[src/rtl/spi_mstr_param_if.sv]
// Host and SPI-pin bundle for spi_mstr_param.
//   master modport (the SPI master's view):
//     in : wrt (start pulse), cmd[DATA_W] (tx frame), mode[2] {CPOL,CPHA}, MISO
//     out: busy, done (1-cycle end-of-frame pulse), rd_data[DATA_W], SS_n, SCLK, MOSI
//   slave modport: the same signals with directions reversed (host core / bench side).
interface spi_mstr_param_if #(
    parameter int unsigned DATA_W = 16
) ();
    logic              wrt;
    logic [DATA_W-1:0] cmd;
    logic [1:0]        mode;
    logic              busy;
    logic              done;
    logic [DATA_W-1:0] rd_data;
    logic              SS_n;
    logic              SCLK;
    logic              MOSI;
    logic              MISO;

    modport master (
        input  wrt, cmd, mode, MISO,
        output busy, done, rd_data, SS_n, SCLK, MOSI
    );

    modport slave (
        output wrt, cmd, mode, MISO,
        input  busy, done, rd_data, SS_n, SCLK, MOSI
    );
endinterface

[src/rtl/spi_mstr_param.sv]
// Parametrised full-duplex SPI master: one DATA_W-bit frame per accepted wrt,
// SCLK period SCLK_DIV clks, SPI mode {CPOL,CPHA} latched per transfer.
// Ports:
//   clk        system clock, all logic on posedge
//   rst        synchronous active-high reset
//   bus        spi_mstr_param_if.master: wrt/cmd/mode in, busy/done/rd_data out,
//              SS_n/SCLK/MOSI out, MISO in
// Build option: define SPI_MSTR_LSB_FIRST_EN to send cmd[0] first and fill received
// bits from the MSB down (rd_data[i] = i-th received bit). Default is MSB first.
module spi_mstr_param #(
    parameter int unsigned DATA_W   = 16,
    parameter int unsigned SCLK_DIV = 32
) (
    input  logic              clk,
    input  logic              rst,
    spi_mstr_param_if.master  bus
);

    localparam int unsigned HALF  = SCLK_DIV / 2;
    localparam int unsigned DIV_W = $clog2(SCLK_DIV);
    localparam int unsigned CNT_W = $clog2(DATA_W + 1);

    localparam logic [DIV_W-1:0] HALF_LAST = DIV_W'(HALF - 1);
    localparam logic [CNT_W-1:0] BIT_LAST  = CNT_W'(DATA_W - 1);
    localparam logic [CNT_W-1:0] BIT_FIRST = CNT_W'(0);

    typedef enum logic [1:0] {
        IDLE  = 2'd0,
        FRONT = 2'd1,
        SHIFT = 2'd2,
        BACK  = 2'd3
    } state_t;

    state_t            state_q,   state_d;
    logic [DIV_W-1:0]  div_q,     div_d;
    logic [CNT_W-1:0]  bit_q,     bit_d;
    logic [DATA_W-1:0] shift_q,   shift_d;
    logic [DATA_W-1:0] rd_data_q, rd_data_d;
    logic [1:0]        mode_q,    mode_d;
    logic              smpl_q,    smpl_d;
    logic              ss_n_q,    ss_n_d;
    logic              sclk_q,    sclk_d;
    logic              busy_q,    busy_d;
    logic              done_q,    done_d;

    logic              half_end_c;
    logic              leading_c;
    logic [DATA_W-1:0] shift_in_c;
    logic              mosi_c;

    // Shift register advanced by one bit with the held sample entering at the far end.
    // The last sample never enters the register; it is merged when rd_data is loaded.
`ifdef SPI_MSTR_LSB_FIRST_EN
    assign shift_in_c = {smpl_q, shift_q[DATA_W-1:1]};
    assign mosi_c     = shift_q[0];
`else
    assign shift_in_c = {shift_q[DATA_W-2:0], smpl_q};
    assign mosi_c     = shift_q[DATA_W-1];
`endif

    assign half_end_c = (div_q == HALF_LAST);
    // SCLK still at idle level means the coming toggle is the leading edge
    assign leading_c  = (sclk_q == mode_q[1]);

    // Next-state and datapath
    always_comb begin
        state_d   = state_q;
        div_d     = div_q;
        bit_d     = bit_q;
        shift_d   = shift_q;
        rd_data_d = rd_data_q;
        mode_d    = mode_q;
        smpl_d    = smpl_q;
        ss_n_d    = ss_n_q;
        sclk_d    = sclk_q;
        busy_d    = busy_q;
        done_d    = 1'b0;

        unique case (state_q)
            IDLE: begin
                sclk_d = mode_q[1];
                if (bus.wrt) begin
                    shift_d = bus.cmd;
                    mode_d  = bus.mode;
                    sclk_d  = bus.mode[1];
                    ss_n_d  = 1'b0;
                    busy_d  = 1'b1;
                    div_d   = '0;
                    bit_d   = '0;
                    state_d = FRONT;
                end
            end

            FRONT: begin
                if (half_end_c) begin
                    div_d   = '0;
                    state_d = SHIFT;
                end else begin
                    div_d = div_q + DIV_W'(1);
                end
            end

            SHIFT: begin
                if (half_end_c) begin
                    div_d  = '0;
                    sclk_d = ~sclk_q;
                    if (leading_c) begin
                        if (!mode_q[0]) begin
                            smpl_d = bus.MISO;
                        end else if (bit_q != BIT_FIRST) begin
                            shift_d = shift_in_c;
                        end
                    end else begin
                        if (mode_q[0]) begin
                            smpl_d = bus.MISO;
                        end else if (bit_q != BIT_LAST) begin
                            shift_d = shift_in_c;
                        end
                        // Trailing edge closes one SCLK period
                        bit_d = bit_q + CNT_W'(1);
                        if (bit_q == BIT_LAST) begin
                            state_d = BACK;
                        end
                    end
                end else begin
                    div_d = div_q + DIV_W'(1);
                end
            end

            BACK: begin
                if (half_end_c) begin
                    div_d     = '0;
                    ss_n_d    = 1'b1;
                    busy_d    = 1'b0;
                    done_d    = 1'b1;
                    rd_data_d = shift_in_c;
                    state_d   = IDLE;
                end else begin
                    div_d = div_q + DIV_W'(1);
                end
            end

            default: state_d = IDLE;
        endcase
    end

    // State and output registers
    always_ff @(posedge clk) begin
        if (rst) begin
            state_q   <= IDLE;
            div_q     <= '0;
            bit_q     <= '0;
            shift_q   <= '0;
            rd_data_q <= '0;
            mode_q    <= 2'b00;
            smpl_q    <= 1'b0;
            ss_n_q    <= 1'b1;
            sclk_q    <= 1'b0;
            busy_q    <= 1'b0;
            done_q    <= 1'b0;
        end else begin
            state_q   <= state_d;
            div_q     <= div_d;
            bit_q     <= bit_d;
            shift_q   <= shift_d;
            rd_data_q <= rd_data_d;
            mode_q    <= mode_d;
            smpl_q    <= smpl_d;
            ss_n_q    <= ss_n_d;
            sclk_q    <= sclk_d;
            busy_q    <= busy_d;
            done_q    <= done_d;
        end
    end

    assign bus.SS_n    = ss_n_q;
    assign bus.SCLK    = sclk_q;
    assign bus.MOSI    = mosi_c;
    assign bus.busy    = busy_q;
    assign bus.done    = done_q;
    assign bus.rd_data = rd_data_q;

endmodule
[src/flat_wrapper.sv]
// flat-port wrapper written by rule: the top's interface ports become plain ports
module spi_mstr_param_flat 
#(
    parameter int unsigned DATA_W   = 16,
    parameter int unsigned SCLK_DIV = 32
)
  (clk, rst, bus_wrt, bus_cmd, bus_mode, bus_MISO, bus_busy, bus_done, bus_rd_data, bus_SS_n, bus_SCLK, bus_MOSI);
  spi_mstr_param_if #(.DATA_W(DATA_W)) bus_i ();
  input  logic clk;
  input  logic rst;
  input wire logic [$bits(bus_i.wrt)-1:0] bus_wrt;
  input wire logic [$bits(bus_i.cmd)-1:0] bus_cmd;
  input wire logic [$bits(bus_i.mode)-1:0] bus_mode;
  input wire logic [$bits(bus_i.MISO)-1:0] bus_MISO;
  output wire logic [$bits(bus_i.busy)-1:0] bus_busy;
  output wire logic [$bits(bus_i.done)-1:0] bus_done;
  output wire logic [$bits(bus_i.rd_data)-1:0] bus_rd_data;
  output wire logic [$bits(bus_i.SS_n)-1:0] bus_SS_n;
  output wire logic [$bits(bus_i.SCLK)-1:0] bus_SCLK;
  output wire logic [$bits(bus_i.MOSI)-1:0] bus_MOSI;
  assign bus_i.wrt = bus_wrt;
  assign bus_i.cmd = bus_cmd;
  assign bus_i.mode = bus_mode;
  assign bus_i.MISO = bus_MISO;
  assign bus_busy = bus_i.busy;
  assign bus_done = bus_i.done;
  assign bus_rd_data = bus_i.rd_data;
  assign bus_SS_n = bus_i.SS_n;
  assign bus_SCLK = bus_i.SCLK;
  assign bus_MOSI = bus_i.MOSI;
  spi_mstr_param #(.DATA_W(DATA_W), .SCLK_DIV(SCLK_DIV)) u_core (.clk(clk), .rst(rst), .bus(bus_i));
endmodule
[config.mk]
export PLATFORM = sky130hd
export DESIGN_NAME = spi_mstr_param_flat
export DESIGN_NICKNAME = d
export VERILOG_FILES = /design/src/rtl/spi_mstr_param_if.sv /design/src/rtl/spi_mstr_param.sv /design/src/flat_wrapper.sv
export SDC_FILE = /design/constraint.sdc
export NUM_CORES = 1
export LEC_CHECK = 0
export CAP_MARGIN = 0
export CORE_ASPECT_RATIO = 0.75
export CORE_UTILIZATION = 25
export CTS_CLUSTER_SIZE = 28
export DETAILED_ROUTE_END_ITERATION = 7
export PLACE_DENSITY_LB_ADDON = 0.25
export SLEW_MARGIN = 20
export SYNTH_ARGS = -nofsm -noshare
export SYNTH_HDL_FRONTEND = slang
export SYNTH_SLANG_ARGS = --single-unit
[constraint.sdc]
create_clock -name clk -period 2.7 [get_ports clk]
set_input_delay 0.54 -clock clk [delete_from_list [all_inputs] [get_ports clk]]
set_output_delay 0.54 -clock clk [all_outputs]
set_load 0.02 [all_outputs]
==> results list, run 1 <==
* Status: finished clean
* Critical path fanouts, max: 16
* Clock root buffer master: sky130_fd_sc_hd__clkbuf_16
* Number of pins with negative max-slew slack in the final report: 0
* # port buffers: 42
* Net count after synthesis: 318
- Endpoints failing hold: 0
- Net switching is 31.45% of the power.
- Largest net degree at the start of global routing: 34
- Cells with a size suffix above 1 make up 12.31% of the layout.
* CTS tree: built
- Among all flip-flop cells after synthesis, the most frequent one is sky130_fd_sc_hd__dfxtp_1.
- By startpoint and endpoint, the worst setup path is classified as reg2reg.
* Leading cell types by count after synthesis: sky130_fd_sc_hd__nand2_1, sky130_fd_sc_hd__dfxtp_1, sky130_fd_sc_hd__a21oi_1, sky130_fd_sc_hd__nor2_1, sky130_fd_sc_hd__mux2i_1
- The first global-routing pass estimated 10.15 mm of wire.
* Number of enable-type register cells in the synthesized netlist: 0
* Post-Syn Area: 2555 um^2
- Adder-cell share of the synthesized area: 4.407%
* Remaining antenna violation count after routing: 0
* Startpoint types: flip-flop
- Vias in the first global route: 1,981
- The floorplan has 31 rows.
- Share of power burned in combinational logic: 33.4%
* Count of unique library cells instantiated by Yosys: 41
- Cell taking the most area after synthesis: sky130_fd_sc_hd__dfxtp_1
- From left edge to right edge, the die measures 118.7 um.
- Counting along the longest clock path gives a buffer depth of 2.
* Share of flip-flops with an asynchronous set or reset: 0%
- Number of fillers in the final layout: 1,049
- Part of the Yosys area used for sequential elements: 39.96%
- Area fraction of the dominant cell type after synthesis: 39.96%
- Setup TNS after final layout: 0 ps
* CTS sink count: 51
- Final HPWL DP: 4.306 mm
- Number of failing setup endpoints in the final timing report: 0
- Detailed router's first-iteration violation count: 87
* Share of power burned in registers: 35.8%
- The worst pin sits at a relative slew slack of 53.86%.
* Gr ovfl total: 0
- Slew at the pin closest to its max-slew limit: 690.4 ps
* Antenna violations before repair: 0
- The first detailed-routing pass took 4 iterations.
- Via total after detailed routing: 2,051
- Max rail drop VDD: 0.0003656 V
* H-tree lvl count: 2
- The synthesized netlist devotes 19.59% of its cell area to simple gates.
- Post-place instance area: 3055 um^2
- The analysis attributes to cell leakage a power of 0.001228 uW.
- The synthesized design contains 51 register bits.
* Final standard cell area without fillers: 3248 um^2
- Traced cell by cell, the critical path runs through inv_1 > ha_1 > and2b_2 > a32oi_1 > a21o_1 > buf_4 > mux2_2.
- Ports placed on the boundary: 43
- For this design, the slowest cell found on the critical path is sky130_fd_sc_hd__dfxtp_1.
- Post-Syn Instances: 287
- The die is 89.55 um tall.
- For this run, the top clock speed supported by timing is 465.5 MHz.
- Area share of xor/xnor cells in the synthesized design: 1.665%
- Final Skew: 4.170 ps
- After synthesis, the largest family of logic cells by area is simple AND/OR/NAND/NOR gates.
* Total detailed-routing wirelength: 6.146 mm
* Last weighted congestion value of the routability-driven placer: 0.8008
- The clock network accounts for 30.8% of the total power.
* Final period demand of the worst path: 2148 ps
- Internal power contribution: 1835 uW
- Kind of cell with the highest combined delay on the critical path: flip-flops
- Routed wire per std cell: 13.45 um
- Longest individual stage delay on the worst path: 380 ps
- Summing the areas of all compound-gate instances in the mapped netlist gives 11.80% of the synthesized area.
* Average vias per placed instance: 4.488
* Number of warning messages in the yosys log: 0
- Top cells by area in the synthesized netlist: sky130_fd_sc_hd__dfxtp_1, sky130_fd_sc_hd__mux2i_1, sky130_fd_sc_hd__nand2_1
- Period utilization: 79.56%
- Max Cap Violations: 0
* GR Util All Layers: 12.02%
- Full die area: 10,630 um^2
* Arrival time reported for the critical path endpoint: 2330 ps
- Number of antenna repair diodes: 0
- Floorplan core area: 9774 um^2
- The number of buffers and inverters on the critical path is 2.
* Clock latency on the worst-skew pair: 290 ps
- Areal power density over the cells: 824.3 nW/um^2
- The portion of synthesized area spent on multiplexers is 15.77%.
- Clock slew at reported path FFs: 70 ps
* Setup repair bufs after CTS: 0
- A synthesized cell averages 8.902 um^2.
* Worst Path Required: 2880 ps
- After clock tree synthesis, the repair step resized 0 gates.
- Buffers inserted during clock tree synthesis total 5.
* DRC violation count after routing: 0
* CP Capture Type: flip-flop
- In the post-synthesis netlist, the cell with the most instances is sky130_fd_sc_hd__nand2_1.
- The initial utilization of the core area, before any placement, comes to 26.14%.
* Switching pwr: 842.0 uW
- Nets: 355
* Layout overhead on the synthesized area: 27.13%
- Number of hold-repair buffers added at the cts stage: 0
- Type of the most critical hold path: reg2reg
- Setup repair after global routing left no endpoint under its margin.
==> power by group through the flow <==
| stage | registers [uW] | logic, uW | clock network, uW |
|---|---|---|---|
| after floorplan | 969 | 721 | 0 |
| after global placement | 975 | 887 | 0 |
| after detailed placement | 974 | 895 | 0 |
| after CTS | 957 | 901 | 838 |
| after global routing | 976 | 988 | 877 |
| final | 958 | 895 | 824 |
==> routing by layer <==
layer / global-route usage [%] / share of wire [%] / up-vias
met5: 0 / 0 / -
met2: 17.97 / 41 / 51
met4: 1.726 / 0.16 / 0
met3: 3.253 / 4.3 / 2
met1: 17.47 / 55 / 954
li1: - / - / 1044
==> area by class of cell <==
class	instances	area, um^2	share of cell area [%]
Multi-Input combinational cell	207	1360	41.87
Sequential cell	51	1021	31.43
Timing Repair Buffer	50	475.5	14.64
Tap cell	132	165.2	5.085
Clock buffer	5	125.1	3.852
Clock inverter	3	67.56	2.080
Inverter	9	33.78	1.040
==> cells in the final DEF, fill, tap and decap left out, types with 2 or more instances in the layout <==
| cell type | synthesis | layout |
|---|---|---|
| sky130_fd_sc_hd__nand2_1 | 53 | 53 |
| sky130_fd_sc_hd__dfxtp_1 | 51 | 51 |
| sky130_fd_sc_hd__clkdlybuf4s50_1 | 0 | 41 |
| sky130_fd_sc_hd__a21oi_1 | 31 | 31 |
| sky130_fd_sc_hd__nor2_1 | 24 | 24 |
| sky130_fd_sc_hd__mux2i_1 | 20 | 20 |
| sky130_fd_sc_hd__mux2_2 | 10 | 10 |
| sky130_fd_sc_hd__inv_1 | 9 | 9 |
| sky130_fd_sc_hd__nor2b_1 | 9 | 9 |
| sky130_fd_sc_hd__ha_1 | 9 | 9 |
| sky130_fd_sc_hd__buf_4 | 1 | 8 |
| sky130_fd_sc_hd__nand3_1 | 7 | 7 |
| sky130_fd_sc_hd__o21ai_0 | 6 | 6 |
| sky130_fd_sc_hd__mux2_4 | 6 | 6 |
| sky130_fd_sc_hd__clkbuf_16 | 0 | 5 |
| sky130_fd_sc_hd__and2b_2 | 3 | 3 |
| sky130_fd_sc_hd__nor4_1 | 2 | 2 |
| sky130_fd_sc_hd__a31oi_1 | 2 | 2 |
| sky130_fd_sc_hd__a32oi_1 | 2 | 2 |
| sky130_fd_sc_hd__and2_1 | 2 | 2 |
| sky130_fd_sc_hd__a21o_1 | 2 | 2 |
| sky130_fd_sc_hd__nand4_1 | 2 | 2 |
| sky130_fd_sc_hd__o31ai_1 | 2 | 2 |
| sky130_fd_sc_hd__and2b_1 | 2 | 2 |
| sky130_fd_sc_hd__bufinv_16 | 0 | 2 |
==> cells by family after synthesis <==
family                     after synthesis
muxes                                   36
xor gates and xnor gates                 2
adders and majority gates                9
DFF                                     51
buffers and inverters                   29
and+or+nand+nor                        109
AOI/OAI and AO/OA                       51
==> path summary, 6_finish.rpt <==
kind | start | slack [ps] | depth (start not counted) | end
setup reg to reg | u_core.state_q[0] | 550 | 7 | u_core.shift_q[2]
hold reg to reg | u_core.bus.rd_data[8] | 460 | 2 | u_core.bus.rd_data[8]
hold / removal | u_core.bus.rd_data[8] | 460 | 2 | u_core.bus.rd_data[8]
setup / recovery | u_core.state_q[0] | 550 | 7 | u_core.shift_q[2]
==> registers in the layout (all words and copies together) (netlist names) <==
register / cells
u_core.mode_q: 2
u_core.bus.SCLK: 1
u_core.bus.SS_n: 1
u_core.bus.rd_data: 16
u_core.shift_q: 16
u_core.bus.busy: 1
u_core.smpl_q: 1
u_core.bit_q: 5
u_core.state_q: 2
u_core.div_q: 5
u_core.bus.done: 1
==> through the flow <==
step | worst slack [ps] | std cells | power (uW) | util, % | hold WS, ps
after global routing | 397.0 | 457 | 2841 | 33.23 | 473.0
after detailed placement | 406.4 | 449 | 1869 | 31.26 | 448.7
after CTS | 546.6 | 457 | 2696 | 33.23 | 458.1
after global placement | 393.5 | 449 | 1862 | 31.26 | 449.0
final | 552.0 | 457 | 2677 | 33.23 | 456.2
after floorplan | 738.6 | 287 | 1690 | - | 437.5
==> worst min-delay path, stage by stage, from the launching register on <==
cell and delay [ps]:
sky130_fd_sc_hd__dfxtp_1 310, sky130_fd_sc_hd__nand2_1 50, sky130_fd_sc_hd__a21oi_1 50
(Power assumes the default switching activity.)
==> inputs of run 2 (changes only) <==
- clock period: 2.7 -> 2 ns (I/O delays scaled with it)
==> run 2 against run 1 <==
Against the previous run:
- sequential cell count did not move
- clock skew rose by 1.5 ps
- global-route usage rose by 0.72 points
- total power rose by 38%
- register-to-register slack got worse by 480 ps
- critical endpoint is now u_core.shift_q[4]
- largest cell class unchanged
==> results list, run 2 (synthesis gave the netlist of run 1 again) <==
- The run finished with clean final reports.
- Standard-cell rows: 31
- Leaving out fill and tap cells, the most frequent cell in the layout is sky130_fd_sc_hd__nand2_1.
* Period utilization: 96.53%
- Final HPWL DP: 4.462 mm
- The initial utilization of the core area, before any placement, comes to 26.14%.
- The post-route netlist has 15.82% of its cells at a drive strength greater than 1.
- Counting the fill cells in the layout gives 1,024.
- Fmax: 518.0 MHz
- The initial antenna violation count was 0.
- Arrival time reported for the critical path endpoint: 2110 ps
- Highest-count cells in the layout ignoring fill and taps: sky130_fd_sc_hd__nand2_1, sky130_fd_sc_hd__dfxtp_1, sky130_fd_sc_hd__clkdlybuf4s50_1
- Longest individual stage delay on the worst path: 380 ps
- The clock period could shrink to 1931 ps.
- Via total after detailed routing: 2,079
* Fraction of power spent switching nets: 31.38%
* Largest net degree at the start of global routing: 22
* Slew at the pin closest to its max-slew limit: 499.6 ps
* Max rail drop VDD: 0.0003427 V
- Clock slew at reported path FFs: 70 ps
- Startpoint types: flip-flop
- Of all nets on the critical path, the largest fanout is 13.
* Routed wire per std cell: 13.30 um
- For the worst-skew pair, the clock arrives at the later sink with an insertion delay of 300 ps.
- Clock tree synthesis inserted a total of 5 buffers.
* Last weighted congestion value of the routability-driven placer: 0.7842
- Final standard cell area without fillers: 3346 um^2
* Type of the most critical hold path: reg2reg
- After detailed placement, the total cell area comes to 3143 um^2.
* Max Cap Violations: 0
- Areal power density over the cells: 1108 nW/um^2
- Layout overhead on the synthesized area: 30.95%
- Setup violations remaining at the end of the flow were counted as 0.
- The H-tree was split into 2 levels.
* CTS tree: built
- Summed over all cells, the static leakage comes to 0.001280 uW.
- The first global-routing pass estimated 10.36 mm of wire.
* Switching pwr: 1163 uW
- # port buffers: 42
* Worst setup path class: reg2reg
- The cell sitting at the root of the clock tree is a sky130_fd_sc_hd__clkbuf_16.
- Setup repair after global routing left no endpoint under its margin.
- Floorplan core area: 9774 um^2
- The clock net in this run drives a total of 51 sinks.
- After the last flow step, the layout net total stands at 365.
- Gr ovfl total: 0
- The worst setup path is captured at a flip-flop.
- Traced cell by cell, the critical path runs through inv_1 > ha_1 > and2b_2 > a32oi_1 > a21o_1 > buf_12 > mux2_2.
- In this run, the number of DRC markers left after iteration 0 of detailed routing was 65.
- Internal power contribution: 2543 uW
- The number of failing hold endpoints at the final stage came to 0.
- In this run, the clock network consumes 30.0% of the power.
- The final-report max-slew violation count came to 0.
* Critical-path cell with the highest stage delay: sky130_fd_sc_hd__dfxtp_1
- Between clock sinks in the finished design, the worst skew comes to 5.639 ps.
- In this run the post-CTS setup repair buffer count came out at 0.
* GR Util All Layers: 12.74%
- TritonRoute pass-1 iters: 4
- Average vias per placed instance: 4.452
- Vertical die dimension: 89.55 um
* Full die area: 10,630 um^2
* Ports placed on the boundary: 43
- Number of hold-repair buffers added at the cts stage: 0
- Die width: 118.7 um
* Vias in the first global route: 2,049
* Number of antenna repair diodes: 0
- The clock passes through at most 2 buffers.
* Total detailed-routing wirelength: 6.212 mm
* Slew headroom: 66.66%
- Share of power burned in registers: 35.2%
- For the worst setup path, the data required time is 2180 ps.
* Post-route core utilization: 34.23%
* Remaining antenna violation count after routing: 0
- DRC violation count after routing: 0
* Share of power burned in combinational logic: 34.8%
[run 2: power by group through the flow]
stage	Sequential, uW	Combinational (uW)	Clock, uW
after floorplan	1310	974	0
final	1300	1290	1110
after detailed placement	1320	1280	0
after global routing	1330	1410	1180
after CTS	1300	1290	1140
after global placement	1320	1270	0
[run 2: stage by stage]
step           total power [uW]  setup WS, ps  TNS, ps  hold slack, ps  cells
6_report                   3706         69.44        0           454.6    467
2_1_floorplan              2282         85.83        0           437.5    287
5_1_grt                    3925         3.591        0           474.5    467
4_1_cts                    3729         72.35        0           459.7    467
3_3_place_gp               2588        -50.28   -388.8           446.4    459
3_5_place_dp               2605        -34.06   -162.8           450.2    459
[run 2: cell type report]
type / instances / area (um^2) / share of cell area, %
multi-input cells: 207 / 1365 / 40.80
clock buffers: 5 / 125.1 / 3.740
repair buffers: 60 / 566.8 / 16.94
well taps: 132 / 165.2 / 4.936
inverters: 9 / 33.78 / 1.010
flip-flops and latches: 51 / 1022 / 30.55
clock inverters: 3 / 67.56 / 2.019
[run 2: per-layer routing]
metal	routed length (um)	up-vias	track usage (%)
li1	-	1064	-
met2	2368	51	17.76
met1	3426	958	18.34
met3	363	6	4.401
met5	0	-	0
met4	53	0	3.452
[run 2: path summary, 6_finish.rpt]
| check | depth (start not counted) | start | to | slack [ps] |
|---|---|---|---|---|
| setup reg to reg | 7 | u_core.state_q[1] | u_core.shift_q[4] | 70 |
| setup / recovery | 7 | u_core.state_q[1] | u_core.shift_q[4] | 70 |
| hold reg to reg | 2 | u_core.bus.rd_data[7] | u_core.bus.rd_data[7] | 450 |
| hold / removal | 2 | u_core.bus.rd_data[7] | u_core.bus.rd_data[7] | 450 |
[run 2: what timing repair did]
item                                    4_1_cts  5_1_grt
endpoints found under the hold margin         0        0
gates resized for setup                       0        4
endpoints found under the setup margin        0       11
[run 2: worst max-delay path, delay by kind of cell, from the launching register on]
kind                     cells  cell delay (ps)
multiplexers                 1              340
flip-flops                   1              380
AND/OR/NAND/NOR              1              220
buffers and inverters        2              250
adder cells (fa/ha/maj)      1              240
AO/OA/AOI/OAI                2              390
